$ cat src/rtl/regfile_write_arbiter_pkg.sv
// regfile_write_arbiter_pkg: register file geometry shared with the register file itself
package regfile_write_arbiter_pkg;
    localparam int REG_ADDR_W = 5;
    localparam int DATA_W = 32;
    localparam int NUM_REGS = 32;
    localparam logic [REG_ADDR_W-1:0] REG_ZERO = 5'd0;
endpackage

$ cat src/rtl/regfile_scoreboard.sv
// regfile_scoreboard: per-register pending bits for in-flight multi-cycle results
module regfile_scoreboard
    import regfile_write_arbiter_pkg::*;
(
    input  logic                  clk,
    input  logic                  reset,
    input  logic                  issue_valid,
    input  logic [REG_ADDR_W-1:0] issue_reg,
    output logic                  issue_ready,
    input  logic                  clr_valid,
    input  logic [REG_ADDR_W-1:0] clr_reg,
    input  logic [REG_ADDR_W-1:0] rs_addr,
    input  logic [REG_ADDR_W-1:0] rt_addr,
    output logic                  rs_pending,
    output logic                  rt_pending
);
    logic [NUM_REGS-1:0] pend;
    logic [NUM_REGS-1:0] pend_nxt;
    logic                set_en;

    assign issue_ready = !pend[issue_reg] || (clr_valid && clr_reg == issue_reg);
    assign set_en      = issue_valid && issue_ready && issue_reg != REG_ZERO;
    assign rs_pending  = pend[rs_addr];
    assign rt_pending  = pend[rt_addr];

    // clear on completing write, then set on issue so a same-register reissue wins
    always_comb begin
        pend_nxt = pend;
        if (clr_valid) pend_nxt[clr_reg] = 1'b0;
        if (set_en) pend_nxt[issue_reg] = 1'b1;
    end

    // pending vector; bit 0 is never set so $zero always reads as free
    always_ff @(posedge clk or posedge reset) begin
        if (reset) pend <= '0;
        else pend <= pend_nxt;
    end
endmodule

$ cat src/rtl/regfile_write_arbiter.sv
// regfile_write_arbiter: shares the register file write port between pipeline (A) and multi-cycle unit (B)
module regfile_write_arbiter
    import regfile_write_arbiter_pkg::*;
#(
    parameter int STARVE_LIMIT = 4,
    parameter int CNT_W = 4
) (
    input  logic                  clk,
    input  logic                  reset,
    input  logic                  a_valid,
    input  logic [REG_ADDR_W-1:0] a_reg,
    input  logic [DATA_W-1:0]     a_data,
    output logic                  a_ready,
    input  logic                  b_valid,
    input  logic [REG_ADDR_W-1:0] b_reg,
    input  logic [DATA_W-1:0]     b_data,
    output logic                  b_ready,
    input  logic                  issue_valid,
    input  logic [REG_ADDR_W-1:0] issue_reg,
    output logic                  issue_ready,
    input  logic [REG_ADDR_W-1:0] rs_addr,
    input  logic [REG_ADDR_W-1:0] rt_addr,
    output logic                  rs_pending,
    output logic                  rt_pending,
    output logic                  rf_we,
    output logic [REG_ADDR_W-1:0] rf_wr,
    output logic [DATA_W-1:0]     rf_wd
);
    localparam logic [CNT_W-1:0] LIMIT = CNT_W'(STARVE_LIMIT);

    logic [CNT_W-1:0] wait_cnt;
    logic             force_b;

    assign force_b = b_valid && wait_cnt == LIMIT;
    assign a_ready = a_valid && !force_b;
    assign b_ready = b_valid && !a_ready;

    // registered write port; unused cycles drop rf_we but keep address/data stable
    always_ff @(posedge clk or posedge reset) begin
        if (reset) begin
            rf_we <= 1'b0;
            rf_wr <= REG_ZERO;
            rf_wd <= '0;
        end else if (a_ready) begin
            rf_we <= a_reg != REG_ZERO;
            rf_wr <= a_reg;
            rf_wd <= a_data;
        end else if (b_ready) begin
            rf_we <= b_reg != REG_ZERO;
            rf_wr <= b_reg;
            rf_wd <= b_data;
        end else begin
            rf_we <= 1'b0;
        end
    end

    // count consecutive cycles B is kept waiting, saturating at the limit
    always_ff @(posedge clk or posedge reset) begin
        if (reset) wait_cnt <= '0;
        else if (!b_valid || b_ready) wait_cnt <= '0;
        else if (wait_cnt != LIMIT) wait_cnt <= wait_cnt + CNT_W'(1);
    end

    regfile_scoreboard u_sb (
        .clk        (clk),
        .reset      (reset),
        .issue_valid(issue_valid),
        .issue_reg  (issue_reg),
        .issue_ready(issue_ready),
        .clr_valid  (b_ready),
        .clr_reg    (b_reg),
        .rs_addr    (rs_addr),
        .rt_addr    (rt_addr),
        .rs_pending (rs_pending),
        .rt_pending (rt_pending)
    );
endmodule

$ cat config.mk
export PLATFORM = sky130hd
export DESIGN_NAME = regfile_write_arbiter
export DESIGN_NICKNAME = d
export VERILOG_FILES = /design/src/rtl/regfile_write_arbiter_pkg.sv /design/src/rtl/regfile_scoreboard.sv /design/src/rtl/regfile_write_arbiter.sv
export SDC_FILE = /design/constraint.sdc
export NUM_CORES = 1
export LEC_CHECK = 0
export CORE_MARGIN = 2
export CORE_UTILIZATION = 35
export DETAILED_ROUTE_END_ITERATION = 12
export PLACE_DENSITY = 0.74
export SYNTH_ARGS = -nofsm -noshare
export SYNTH_HDL_FRONTEND = slang
export SYNTH_SLANG_ARGS = --single-unit
$ cat constraint.sdc
create_clock -name clk -period 6.79 [get_ports clk]
set_clock_uncertainty 0.1 [all_clocks]
set_input_delay 1.0185 -clock clk [delete_from_list [all_inputs] [get_ports clk]]
set_output_delay 1.0185 -clock clk [all_outputs]
set_load 0.01 [all_outputs]
==> metrics, run 1 <==
outcome complete, no violations; root buffer cell clkbuf_16; routed vias 4306; H-tree Lvls 3; Die ar. 14100 sq um; share of cells above drive strength 1 10.8%; largest net degree at the start of global routing 78; Crit path top cell by count clkdlybuf4s50_1; Synth async-reset ratio 100%; Worst Path Required 5670 ps; final core area utilization 49.7%; CP Class in -> out; sequential cell area fraction in the yosys report 40.2%; Rows 41; Die Width 119 um; Area contributors post-synth dfrtp_1 (40%), mux2i_1 (10%), mux4_2 (9.8%); Slowest cell on crit path nor3b_1; crit end category primary output; Sink Count 74; worst path cell trace clkdlybuf4s50_1 > buf_4 > nor3b_1 > a21oi_1 > o2bb2a_1 > o21ai_1 > clkdlybuf4s50_1; Final period util 77.9%; # IOs 137; core box area 12700 sq um; vias in the first global route 4423; Post-Synthesis Cells 459; final hold vios 0; Startpoint Class input pin; HPWL Detailed 11100 um; drc violations 0; total design power 1.43 mW; Placed Cells 740; routability cong. 0.987; Post-synth EDFFs 0; CTS tree yes; Die Height 119 um; RR Startpoint wait_cnt[0]$_DFFE_PP0P_; GR Util met3 7.92%; Routed Antenna Nets 0; Gates resized, CTS repair 0; reg-to-reg setup timing slack 4150 ps; Max-Cap Viols 0; # setup viols final 0; post-synth cell types 55; clk_lat worst skew 330 ps; GRT Max-Usage Layer met2; HP Class reg -> reg; Least-Margin Pin Slew 1140 ps; Synth Cell Area 4610 sq um; first-pass GRT wire length 24200 um; nets@finish 675; Max clock buf depth 2; sink of the worst hold path wait_cnt[0]$_DFFE_PP0P_; CP peak stage delay 760 ps; yosys warns 0; top cell type's share of synthesized area 40.2%; Slew Viols, Final 0; clock transition at the registers of the reported paths 60 ps; wire per inst 20.2 um; Worst EP arrival 4170 ps; PortBufs 136; RSZ-0062 raised after global routing no; Max Clock Freq 189 MHz; Placement Cell Area 6060 sq um; GR Util met2 34.8%; total negative setup slack 0 ps; M1 GR Usage 28.4%; Initial Utilization 36.2%; post-CTS setup buffers 0; Seq cells post-synth 74; post-DR vias/cell 5.70; peak supply drop 107 uV; pre-CTS setup slack 1490 ps; synthesized area per cell 10.0 sq um; number of diodes 0; WHS 404 ps; antenna violations before repair 0; max_slew headroom 23.8%; Finished Layout Cells 756; cell area after layout 6330 sq um; count leader, synth nand2_1; cell taking the most area after synthesis dfrtp_1; GRT overflow 0; Static Leakage 2.52 nW; Power Density 226 nW/um^2; Post-Route WL 15300 um; Final min period 5290 ps; CTS Buf Count 9; Global Route Usage Sum 22.2%; first-pass iteration count of the detailed router 6; Post-CTS Hold Buffers 0; CP Max Fanout 16; Layout area overhead 37.4%; Worst Min Path Start wait_cnt[0]$_DFFE_PP0P_; reg2reg end u_sb.pend[10]$_DFF_PP0_; WHS Path Cells 1; commonest cells in the netlist nand2_1 (82), dfrtp_1 (74), o21ai_0 (58); Syn Nets 555; top_reg_cell synth dfrtp_1; Iter 0 DRT Violations 298; R2R cell count 7; Final Worst Setup Slack 1500 ps
cells in the final DEF, fill, tap and decap left out, types with 2 or more instances in the layout:
cell type / netlist / final
nor3_1: 2 / 2
o31a_1: 5 / 5
buf_4: 1 / 4
nand3b_1: 6 / 6
and3b_1: 2 / 2
inv_1: 9 / 7
or2_2: 2 / 2
and3_1: 2 / 2
o22ai_1: 3 / 3
clkdlybuf4s50_1: 0 / 135
nand2b_1: 3 / 3
inv_2: 0 / 2
a211oi_1: 3 / 3
mux4_2: 20 / 20
o31ai_1: 8 / 8
a22oi_1: 16 / 16
a21oi_1: 9 / 9
o21ai_0: 58 / 58
o211ai_1: 8 / 8
xnor2_1: 6 / 6
xor2_1: 2 / 2
clkinv_2: 0 / 3
nand3_1: 8 / 8
nor2_1: 12 / 12
inv_6: 0 / 2
dfrtp_1: 74 / 74
or3b_2: 3 / 3
nand3_2: 2 / 2
nand2_1: 82 / 82
clkbuf_16: 0 / 9
mux2_2: 6 / 6
ha_1: 2 / 2
mux2i_1: 46 / 46
nor4_2: 2 / 2
nor3b_1: 6 / 6
o21ai_1: 2 / 2
critical path, delay by kind of cell:
family	cells	cell delay, ps
compound gates	3	1020
buf+inv	3	1370
simple gates	1	760
how the worst max path moves through the flow:
| stage | startpoint | end | slack [ps] | cells past startpoint |
|---|---|---|---|---|
| after floorplan | rs_addr[0] | rs_pending | 3160 | 4 |
| after global placement | issue_reg[1] | issue_ready | 1520 | 7 |
| after detailed placement | issue_reg[1] | issue_ready | 1490 | 7 |
| after CTS | issue_reg[1] | issue_ready | 1480 | 7 |
| after global routing | issue_reg[1] | issue_ready | 1270 | 7 |
| final | issue_reg[3] | issue_ready | 1500 | 7 |
cell type report:
type,count,area (sq um)
Tap cell,172,215
Fill cell,1199,6390
Sequential cell,74,1850
Clock inverter,6,40.0
Timing Repair Buffer,140,1390
Inverter,9,33.8
Clock buffer,10,229
Multi-Input combinational cell,345,2570
layer usage:
| metal | part of all wire, % | vias up |
|---|---|---|
| met3 | 12 | 30 |
| met4 | 2.2 | 0 |
| met1 | 40 | 2050 |
| met5 | 0 | - |
| li1 | - | 1941 |
| met2 | 46 | 285 |
cell families (layout without fill, tap and decap cells):
| group | count (synthesis) | in the layout | synth area share, % |
|---|---|---|---|
| and+or+nand+nor | 140 | 140 | 15.4 |
| AOI/OAI and AO/OA | 121 | 121 | 16.2 |
| muxes | 74 | 74 | 22.1 |
| DFF | 74 | 74 | 40.2 |
| buffers and inverters | 40 | 165 | 3.94 |
| xor gates and xnor gates | 8 | 8 | 1.52 |
| adders and majority gates | 2 | 2 | 0.543 |
registers in the layout (all words and copies together), names as in the netlist:
| name | flops |
|---|---|
| wait_cnt | 4 |
| rf_wr | 5 |
| rf_we | 1 |
| rf_wd | 32 |
| u_sb.pend | 32 |
power breakdown:
group	switching [mW]	total [mW]	internal (mW)
logic	0.166	0.397	0.231
clock network	0.187	0.435	0.248
registers	0.0895	0.601	0.511
total	0.443	1.43	0.990
No activity file was read; power rests on OpenSTA's default activity.
==> run 2: changes to the inputs <==
clock period = 5.11 ns   (was 6.79 ns; I/O delays follow)
==> metrics, run 2 (synthesis results as in run 1) <==
Sink Count 74 (unchanged); core box area 12700 sq um (unchanged); Power Density 303 nW/um^2 (+34%); post-DR vias/cell 5.67 (-0.50%); Die ar. 14100 sq um (unchanged); wire per inst 19.5 um (-3.5%); # IOs 137 (unchanged); antenna violations before repair 0 (unchanged); Largest regs rf_wd (32), u_sb.pend (32), rf_wr (5); drc violations 0 (unchanged); Die Width 119 um (unchanged); total design power 1.95 mW (+36%); Worst Min Path Start wait_cnt[0]$_DFFE_PP0P_; CP peak stage delay 720 ps (-40 ps); GRT overflow 0 (unchanged); # setup viols final 0 (unchanged); final hold vios 0 (unchanged); Rows 41 (unchanged); Crit path top cell by count clkdlybuf4s50_1; Critical Path Start issue_reg[0]; H-tree Lvls 3 (unchanged); number of diodes 0 (unchanged); RSZ-0062 raised after global routing no; Finished Layout Cells 766 (+1.3%); Gates resized, CTS repair 0 (unchanged); Global Route Usage Sum 21.5% (-0.66 points); clock transition at the registers of the reported paths 60 ps (about the same); pre-CTS setup slack 826 ps (-668 ps); Multi-input gate area 2570 sq um (unchanged); Final min period 4350 ps; Routed Antenna Nets 0 (unchanged); routed vias 4341 (+0.81%); max_slew headroom 27.6% (+3.8 points); CTS Buf Count 9 (unchanged); HP Class reg -> reg; Die Height 119 um (unchanged); Placed Cells 750 (+1.4%); final core area utilization 50.6% (+0.82 points); CP Max Fanout 12 (-4); share of cells above drive strength 1 12.1% (+1.3 points); worst path cell trace clkdlybuf4s50_1 > mux4_1 > nand2_1 > o311a_1 > o311ai_0 > o21ai_1 > clkdlybuf4s50_1; Max Clock Freq 230 MHz; most frequent cells in the layout clkdlybuf4s50_1 (135), nand2_1 (82), dfrtp_1 (74); total negative setup slack 0 ps (unchanged); CP Class in -> out; Post-CTS Hold Buffers 0 (unchanged); Static Leakage 2.58 nW (+2.4%); HPWL Detailed 11200 um (+0.78%); Startpoint Class input pin; PortBufs 136 (unchanged); Least-Margin Pin Slew 1080 ps (-56.3 ps); Worst Path Required 4240 ps (-1430 ps); crit end category primary output; Slowest cell on crit path clkdlybuf4s50_1; Final period util 85.1%; Max clock buf depth 2 (unchanged); routability cong. 0.959 (-2.8%); largest net degree at the start of global routing 77 (-1.3%); Worst EP arrival 3480 ps (-690 ps); Post-Route WL 14900 um (-2.2%); peak supply drop 147 uV (+38%); RR Startpoint wait_cnt[0]$_DFFE_PP0P_; outcome complete, no violations; most common cell after layout, fill and taps aside clkdlybuf4s50_1; nets@finish 685 (+1.5%); Register Area 1850 sq um (unchanged); Slew Viols, Final 0 (unchanged); root buffer cell clkbuf_16; Fillers 1194 (-0.42%); Max-Cap Viols 0 (unchanged); Initial Utilization 36.2% (unchanged); first-pass GRT wire length 23900 um (-1.3%); post-CTS setup buffers 0 (unchanged); clk_lat worst skew 330 ps (about the same); first-pass iteration count of the detailed router 6 (unchanged); Iter 0 DRT Violations 449 (+51%); Layout area overhead 39.7%; Final Worst Setup Slack 761 ps (-736 ps); vias in the first global route 4464 (+0.93%); CTS tree yes; reg-to-reg setup timing slack 2580 ps (-1570 ps)
[run 2: routing by layer]
layer | vias to the layer above | part of all wire (%) | GRT usage [%]
met2 | 274 | 46 | 33.7
met4 | 0 | 2.2 | 7.66
li1 | 1960 | - | -
met5 | - | 0 | 0
met1 | 2080 | 40 | 27.1
met3 | 27 | 12 | 8.35
[run 2: final cells by class]
cell class	instances	area share [%]
multi-input cells	345	40.0
clock buffers	12	3.83
flip-flops and latches	74	28.8
clock inverters	4	0.798
repair buffers	150	22.7
inverters	9	0.525
well taps	172	3.35
[run 2: worst paths after layout]
check | endpoint | cells after the start
min in group asynchronous | rf_wd[24]$_DFFE_PP0P_ | 2
worst min register to register | wait_cnt[0]$_DFFE_PP0P_ | 1
worst max register to register | u_sb.pend[10]$_DFF_PP0_ | 7
max in group asynchronous | u_sb.pend[20]$_DFF_PP0_ | 3
worst max-delay path | issue_ready | 7
worst min-delay path | wait_cnt[0]$_DFFE_PP0P_ | 1
[run 2: metrics by stage]
step                hold WS (ps)  area [sq um]
floorplan                    351          4610
global placement             371          6130
detailed placement           398          6130
CTS                          408          6430
global route                 440          6430
finish                       400          6430
[run 2: critical path, delay by kind of cell]
kind                   cells  cell delay (ps)
AO/OA/AOI/OAI              3              720
buffers and inverters      2             1280
AND/OR/NAND/NOR            1               90
multiplexers               1              610
[run 2: where the power goes]
group / switching [mW] / internal, mW / total [mW]
clock: 0.235 / 0.391 / 0.627
combinational: 0.217 / 0.312 / 0.529
sequential: 0.116 / 0.679 / 0.796
total: 0.569 / 1.38 / 1.95
==> run 3: changes to the inputs <==
CTS_CLUSTER_DIAMETER = 150   (was not set)
SETUP_SLACK_MARGIN = 0.2   (was not set)
==> results of run 3 <==
Final layout, timing and power as in run 2 (identical DEF).
